<file path="src/rtl/key_debounce_fsm.sv">
// key_debounce_fsm: debounce decision logic for one key or button.
// This block synchronizes btn_raw and runs the debounce counter through
// cnt_enable. It commits a level change only when cnt_zero reports that the
// wait has elapsed. It then drives a clean btn_level and one-cycle
// btn_press / btn_release strobes.
// Optional build macro KEY_DEBOUNCE_AUTOREPEAT_EN adds held-key autorepeat
// on btn_press, timed by REPEAT_DELAY and REPEAT_PERIOD.
module key_debounce_fsm #(
  parameter int               SYNC_STAGES   = 2,
  parameter int               RPT_W         = 24,
  parameter logic [RPT_W-1:0] REPEAT_DELAY  = 24'd5_000_000,
  parameter logic [RPT_W-1:0] REPEAT_PERIOD = 24'd1_000_000
) (
  input  logic clk,
  input  logic rst_n,
  input  logic btn_raw,
  input  logic cnt_zero,
  output logic cnt_enable,
  output logic btn_level,
  output logic btn_press,
  output logic btn_release
);

  // Reject configurations that cannot work: a single flop is not a synchronizer,
  // and a zero repeat interval would underflow the terminal-count compare.
  if (SYNC_STAGES < 2) begin : g_bad_sync
    $error("key_debounce_fsm: SYNC_STAGES must be at least 2");
  end
  if (REPEAT_DELAY == '0 || REPEAT_PERIOD == '0) begin : g_bad_rpt
    $error("key_debounce_fsm: REPEAT_DELAY and REPEAT_PERIOD must be non-zero");
  end

  typedef enum logic [1:0] {
    LOW       = 2'd0,
    WAIT_HIGH = 2'd1,
    HIGH      = 2'd2,
    WAIT_LOW  = 2'd3
  } state_t;

  state_t                 state_q, state_d;
  logic [SYNC_STAGES-1:0] sync_q;
  logic                   sync;
  logic                   press_d, release_d;
  logic                   press_q, release_q;
  logic                   rpt_hit;

  assign sync = sync_q[SYNC_STAGES-1];

  // Synchronizer chain for the asynchronous pad input
  always_ff @(posedge clk or negedge rst_n) begin
    if (!rst_n) sync_q <= '0;
    else        sync_q <= {sync_q[SYNC_STAGES-2:0], btn_raw};
  end

  // FSM state register
  always_ff @(posedge clk or negedge rst_n) begin
    if (!rst_n) state_q <= LOW;
    else        state_q <= state_d;
  end

  // Next-state and commit decode. When the input reverts, that check comes
  // before the cnt_zero check, so a revert always wins over a commit.
  always_comb begin
    state_d   = state_q;
    press_d   = 1'b0;
    release_d = 1'b0;
    case (state_q)
      LOW: begin
        if (sync) state_d = WAIT_HIGH;
      end
      WAIT_HIGH: begin
        if (!sync) begin
          state_d = LOW;
        end else if (cnt_zero) begin
          state_d = HIGH;
          press_d = 1'b1;
        end
      end
      HIGH: begin
        if (!sync) state_d = WAIT_LOW;
      end
      WAIT_LOW: begin
        if (sync) begin
          state_d = HIGH;
        end else if (cnt_zero) begin
          state_d   = LOW;
          release_d = 1'b1;
        end
      end
      default: state_d = LOW;
    endcase
  end

`ifdef KEY_DEBOUNCE_AUTOREPEAT_EN
  localparam logic [RPT_W-1:0] DELAY_LAST  = REPEAT_DELAY - 1'b1;
  localparam logic [RPT_W-1:0] PERIOD_LAST = REPEAT_PERIOD - 1'b1;

  logic [RPT_W-1:0] rpt_q;
  logic             rpt_first_q;

  // A repeat can fire only while the key is stably HIGH. It therefore never
  // lands on the same edge as a release, which is only issued from WAIT_LOW.
  assign rpt_hit = (state_q == HIGH) &&
                   (rpt_q == (rpt_first_q ? DELAY_LAST : PERIOD_LAST));

  // Autorepeat timer. It counts in HIGH and holds through a WAIT_LOW that may
  // abort back to HIGH. It clears in LOW/WAIT_HIGH, so it is 0 at every commit.
  always_ff @(posedge clk or negedge rst_n) begin
    if (!rst_n) begin
      rpt_q       <= '0;
      rpt_first_q <= 1'b1;
    end else if (state_q != HIGH && state_q != WAIT_LOW) begin
      rpt_q       <= '0;
      rpt_first_q <= 1'b1;
    end else if (rpt_hit) begin
      rpt_q       <= '0;
      rpt_first_q <= 1'b0;
    end else if (state_q == HIGH) begin
      rpt_q <= rpt_q + 1'b1;
    end
  end
`else
  assign rpt_hit = 1'b0;
`endif

  // Registered single-cycle strobes
  always_ff @(posedge clk or negedge rst_n) begin
    if (!rst_n) begin
      press_q   <= 1'b0;
      release_q <= 1'b0;
    end else begin
      press_q   <= press_d | rpt_hit;
      release_q <= release_d;
    end
  end

  assign cnt_enable  = (state_q == WAIT_HIGH) || (state_q == WAIT_LOW);
  assign btn_level   = (state_q == HIGH) || (state_q == WAIT_LOW);
  assign btn_press   = press_q;
  assign btn_release = release_q;

endmodule

</file>
<file path="config.mk">
export PLATFORM = sky130hd
export DESIGN_NAME = key_debounce_fsm
export DESIGN_NICKNAME = d
export VERILOG_FILES = /design/src/rtl/key_debounce_fsm.sv
export SDC_FILE = /design/constraint.sdc
export NUM_CORES = 1
export LEC_CHECK = 0
export CORE_AREA = 2 2 39 41
export DETAILED_ROUTE_END_ITERATION = 7
export DIE_AREA = 0 0 41 43
export DONT_BUFFER_PORTS = 1
export PLACE_DENSITY = 0.3
export SYNTH_ARGS = -nofsm -noshare
export SYNTH_HDL_FRONTEND = slang
export SYNTH_SLANG_ARGS = --single-unit
</file>
<file path="constraint.sdc">
create_clock -name clk -period 1 [get_ports clk]
set_input_delay 0.2 -clock clk [delete_from_list [all_inputs] [get_ports clk]]
set_output_delay 0.2 -clock clk [all_outputs]
set_load 0.1 [all_outputs]
</file>
==> summary.md, run 1 <==
| Metric | Value |
|---|---|
| Post-synth EDFFs | 0 |
| Critical path startpoint category | flip-flop |
| Unrepaired setup endpoints after global routing | yes |
| Initial standard-cell utilization of the core | 0.150 |
| Minimum period implied by the final worst setup slack | 1.04 ns |
| Highest fanout seen on the critical path | 3 |
| Std cell rows | 14 |
| Sequential share of the synthesized area | 0.723 |
| Largest stage delay, worst path | 0.41 ns |
| Crit path capture type | output pin |
| Number of antenna cells inserted | 0 |
| Worst Path Arrival | 0.84 ns |
| Smallest setup slack after layout | -0.0423 ns |
| Pre-CTS WS | 0.107 ns |
| Placeable core area | 1380 sq um |
| Crit path cell chain | buf_12 |
| Most numerous cell types in the synthesized netlist | sky130_fd_sc_hd__dfrtp_1 (6), sky130_fd_sc_hd__clkbuf_1 (2), sky130_fd_sc_hd__nor3b_1 (2) |
| Kind of cell adding the most delay to the critical path | flip-flops |
| Maximum number of pins on one net before global-route repair | 7 |
| Area of all placed cells without fillers | 358 sq um |
| Cell at the root of the clock tree | sky130_fd_sc_hd__clkbuf_4 |
| IO Count | 8 |
| Final setup vio count | 4 |
| Area of the mapped netlist | 208 sq um |
| DR vias/cell | 3.28 |
| Cell taking the most area after synthesis | sky130_fd_sc_hd__dfrtp_1 |
| Vias after detailed routing | 128 |
| Slew @ Worst Pin | 0.289 ns |
| Antenna violations before repair | 0 |
| Layout Skew | 0.00645 ns |
| WP data required | 0.80 ns |
| WHS Path Cells | 1 |
| Clock sink count | 6 |
| Number of nets in the layout | 28 |
| Relative max-transition margin | 0.807 |
| Total CTS buffers | 3 |
| Overflow left after global routing | 0 |
| Placed cell area | 290 sq um |
| Post-Synthesis Cells | 14 |
| Share of async-settable or async-resettable flops after synthesis | 1.00 |
| Violated checks | negative setup slack |
| Max clock buf depth | 2 |
| Worst min-delay path startpoint | cnt_zero |
| Register-to-Register Setup Slack | 0.07 ns |
| WHS Endpoint | state_q[0] |
| Fraction of final layout cells with drive strength greater than 1 | 0.565 |
| Htree depth | 1 |
| RD Place Congestion | 0.635 |
| IO buf count | 0 |
| Critical path class | reg -> out |
| Overall global routing resource usage | 0.0516 |
| Number of optimization iterations in the first detailed-route pass | 4 |
| Global-route wire length before repair | 517 microns |
| Worst path slowest cell | sky130_fd_sc_hd__dfrtp_1 |
| Y dimension of the die | 43 microns |
| Post-Synthesis Mean Instance Area | 14.8 sq um |
| Top-count cell post-synth | sky130_fd_sc_hd__dfrtp_1 |
| Drc violations | 0 |
| Max-cap viol count | 0 |
| Synth warnings | 0 |
| Flops & latches, synth | 6 |
| Number of cells traversed by the worst register-to-register path | 2 |
| Die Footprint | 1760 sq um |
| Top flip-flop cell by instance count after synthesis | sky130_fd_sc_hd__dfrtp_1 |
| Highest Clock Rate | 959 MHz |
| Number of violations reported at the end of detailed-routing iteration 0 | 1 |
| Antenna Violating Nets Remaining | 0 |
| Number of hold violations in the final report | 0 |
| Clk pin slew, worst setup/hold paths | 0.04 ns |
| Clock latency on the worst-skew pair | 0.24 ns |
| Number of global-route vias before repair | 132 |
| Status | complete, but fails checks |
| Clock tree from TritonCTS | built |
| Final period utilization | 1.04 |
| Die Wd | 41 microns |
| Area share of the largest cell type after synthesis | 0.723 |
| Class of the most critical hold timing path | in -> reg |
| Distinct cell type count after synthesis | 7 |
| Synth area leaders | sky130_fd_sc_hd__dfrtp_1 (72%), sky130_fd_sc_hd__mux2_4 (7.2%), sky130_fd_sc_hd__nor3b_1 (7.2%) |
| Aggregate routed wire length | 292 microns |
| Wirelength per Cell | 7.49 microns |
| Final max-slew violation count | 0 |
| Syn_nets | 18 |
| Worst path buffer plus inverter count | 1 |
| Relative area change from synthesis to final layout | 72.3% |
-- cell usage in the layout (no fill, tap or decap), drive strengths merged --
master | netlist | routed
a21oi | 1 | 1
buf | 0 | 5
clkbuf | 2 | 4
dfrtp | 6 | 6
dlygate4sd3 | 0 | 2
mux2 | 1 | 1
nand2 | 1 | 1
nor3b | 2 | 2
xnor2 | 1 | 1
-- final cells by class --
type / count / area, sq um
clock buffer: 4 / 26.3
multi-input combinational: 6 / 50.0
sequential: 6 / 154
timing repair buffer: 7 / 108
tap: 16 / 20.0
fill: 146 / 1030
-- cell families (layout without fill, tap and decap cells) --
group / Yosys count / in the layout / share of synthesized area
AND/OR/NAND/NOR: 3 / 3 / 0.102
multiplexers: 1 / 1 / 0.0723
XOR/XNOR: 1 / 1 / 0.0422
AO/OA/AOI/OAI: 1 / 1 / 0.0241
flip-flops: 6 / 6 / 0.723
buffers and inverters: 2 / 11 / 0.0362
-- per-layer routing --
| metal | share of wire | wire (microns) | up-vias | GRT usage |
|---|---|---|---|---|
| li1 | - | - | 62 | - |
| met1 | 0.44 | 129 | 60 | 0.0493 |
| met2 | 0.44 | 128 | 6 | 0.0563 |
| met3 | 0.12 | 34 | 0 | 0.0785 |
| met4 | 0 | 0 | 0 | 0.0200 |
| met5 | 0 | 0 | - | 0 |
-- metrics by stage --
step | hold WS [ns] | util | std cells | TNS (ns)
floorplan | -0.0956 | - | 14 | -0.0428
global placement | -0.0954 | 0.210 | 32 | 0
detailed placement | -0.0954 | 0.210 | 32 | 0
CTS | 0.0361 | 0.259 | 39 | -0.156
global route | 0.0272 | 0.259 | 39 | -0.231
finish | 0.0451 | 0.259 | 39 | -0.100
-- how the worst max path moves through the flow --
stage,start,endpoint,slack (ns),depth (start not counted)
detailed placement,state_q[0],flip-flop,0.11,2
global route,state_q[0],cnt_enable,-0.08,1
global placement,state_q[0],flip-flop,0.12,2
floorplan,flip-flop,btn_level,-0.04,1
finish,state_q[0],cnt_enable,-0.04,1
CTS,state_q[0],cnt_enable,-0.06,1
-- what timing repair did --
item	in CTS	in global routing
buffers inserted	1	0
endpoints found under the hold margin	7	0
gates resized for setup	4	0
endpoints found under the setup margin	4	4
hold buffers	2	0
Power of run 1 is not shown: default switching activity piles up to over one toggle a cycle in this logic, so the estimate is an artifact.
==> run 2, diff against run 1 <==
==> constraint.sdc (replaced) <==
create_clock -name clk -period 1 [get_ports clk]
set_input_delay 0.2 -clock clk [delete_from_list [all_inputs] [get_ports clk]]
set_output_delay 0.2 -clock clk [all_outputs]
set_load 0.01 [all_outputs]
==> summary.md, run 2 (synthesized netlist as in run 1, its figures left out) <==
| Metric | Value |
|---|---|
| Number of optimization iterations in the first detailed-route pass | 1 (-3) |
| Max clock buf depth | 2 (unchanged) |
| Number of violations reported at the end of detailed-routing iteration 0 | 0 (-1) |
| Pint | 540 uW |
| IO buf count | 0 (unchanged) |
| PnR Total Power | 754 uW |
| Clock latency on the worst-skew pair | 0.24 ns (about the same) |
| Global-route wire length before repair | 565 microns (+9.3%) |
| Kind of cell adding the most delay to the critical path | flip-flops |
| PwrDens | 2750 nW/um^2 |
| Final max-slew violation count | 0 (unchanged) |
| Critical path startpoint category | flip-flop |
| Total CTS buffers | 3 (unchanged) |
| DR vias/cell | 3.50 (+6.6%) |
| Largest voltage drop on the vdd net | 0.000527 V |
| Combinational Power Share | 0.215 |
| Number of global-route vias before repair | 121 (-8.3%) |
| Antenna violations before repair | 0 (unchanged) |
| Final period utilization | 0.964 (-0.0783) |
| RD Place Congestion | 0.522 (-18%) |
| Std cell rows | 14 (unchanged) |
| Part of the total power dissipated in the clock network | 0.297 |
| Post-route worst hold slack | 0.0401 ns (-0.00502 ns) |
| Number of antenna cells inserted | 0 (unchanged) |
| IO Count | 8 (unchanged) |
| Wirelength per Cell | 10.1 microns (+36%) |
| Drc violations | 0 (unchanged) |
| Register cell area after layout | 150 sq um (-2.4%) |
| Y dimension of the die | 43 microns (unchanged) |
| Worst Path Arrival | 0.76 ns (-0.08 ns) |
| Minimum period implied by the final worst setup slack | 0.964 ns (-0.0783 ns) |
| Crit path cell chain | buf_6 |
| Max-cap viol count | 0 (unchanged) |
| Highest Clock Rate | 1040 MHz (+8.1%) |
| Relative max-transition margin | 0.809 (+0.00279) |
| Total net switching power | 214 uW |
| Htree depth | 1 (unchanged) |
| Switching share of total power | 0.283 |
| Status | complete, no violations |
| Vias after detailed routing | 119 (-7.0%) |
| Placeable core area | 1380 sq um (unchanged) |
| Overflow left after global routing | 0 (unchanged) |
| Number of nets in the layout | 24 (-14%) |
| Worst path slowest cell | sky130_fd_sc_hd__dfrtp_1 |
| Final setup vio count | 0 (-4) |
| Commonest non-fill, non-tap cell in the layout | sky130_fd_sc_hd__dfrtp_1 |
| Critical path class | reg -> out |
| Number of hold violations in the final report | 0 (unchanged) |
| Leakage power total | 0.000120 uW |
| Maximum number of pins on one net before global-route repair | 7 (unchanged) |
| Highest fanout seen on the critical path | 2 (-1) |
| Class of the most critical hold timing path | in -> reg |
| Worst path buffer plus inverter count | 1 (unchanged) |
| Crit path capture type | output pin |
| Cell at the root of the clock tree | sky130_fd_sc_hd__clkbuf_4 |
| Largest stage delay, worst path | 0.39 ns (-0.02 ns) |
| Layout Skew | 0.00334 ns (-0.00310 ns) |
| Multi-input combinational cell area | 50.0 sq um (unchanged) |
| Die Wd | 41 microns (unchanged) |
| Slew @ Worst Pin | 0.285 ns (-0.00417 ns) |
| Initial standard-cell utilization of the core | 0.150 (unchanged) |
| WP data required | 0.80 ns (about the same) |
| Clock tree from TritonCTS | built |
| Clk pin slew, worst setup/hold paths | 0.05 ns (about the same) |
| Aggregate routed wire length | 345 microns (+18%) |
| Clock sink count | 6 (unchanged) |
| Die Footprint | 1760 sq um (unchanged) |
| Relative area change from synthesis to final layout | 31.9% |
| Fraction of final layout cells with drive strength greater than 1 | 0.333 (-0.232) |
| Part of the power in registers | 0.489 |
| Number of setup buffers added after CTS | 0 (-1) |
| Antenna Violating Nets Remaining | 0 (unchanged) |
| Overall global routing resource usage | 0.0573 (+0.00578) |
| Fillers | 154 (+5.5%) |
| Most frequent cells in the layout | sky130_fd_sc_hd__dfrtp_1 (6), sky130_fd_sc_hd__clkbuf_4 (3), sky130_fd_sc_hd__nor3b_1 (2), sky130_fd_sc_hd__dlygate4sd3_1 (2) |
| Unrepaired setup endpoints after global routing | yes |
-- run 2: stage by stage --
stage                     instances  setup WS (ns)   TNS, ns  instance area, sq um  utilization
after CTS                        34         0.0141         0                   270        0.195
after detailed placement         29          0.121         0                   228        0.165
after global routing             34       -0.00190  -0.00190                   274        0.198
after global placement           29          0.133         0                   228        0.165
final                            34         0.0359         0                   274        0.198
after floorplan                  14          0.132         0                   208            -
-- run 2: path summary, 6_finish.rpt --
kind                             from          end  slack [ns]  depth (start not counted)
max                        state_q[0]   cnt_enable        0.04                          1
min                          cnt_zero   state_q[0]        0.04                          1
max reg2reg                state_q[0]    flip-flop        0.10                          2
min reg2reg                 sync_q[0]    sync_q[1]        0.35                          0
max in group asynchronous       rst_n    sync_q[0]        0.51                          1
min in group asynchronous       rst_n  btn_release        0.27                          1
-- run 2: area by class of cell --
type                            count  share of cell area
Timing Repair Buffer                3               0.114
Multi-Input combinational cell      6               0.183
Sequential cell                     6               0.548
Tap cell                           16              0.0731
Clock buffer                        3              0.0822
-- run 2: timing repair --
item,4_1_cts,5_1_grt
endpoints found under the setup margin,0,1
resized for setup,0,1
hold buffers,2,0
hold endpoints to repair,7,0
-- run 2: power groups by stage --
stage               registers, uW  logic [uW]  clock network [uW]
floorplan                     349         134                   0
global placement              370         139                   0
detailed placement            371         142                   0
CTS                           367         153                 239
global route                  379         176                 258
finish                        368         162                 224
-- run 2: layer usage --
layer	track usage	routed length [microns]	vias to the layer above
li1	-	-	53
met1	0.0550	128	59
met2	0.0688	172	7
met3	0.0785	44	0
met4	0.0200	0	0
met5	0	0	-
(Power assumes the default switching activity.)
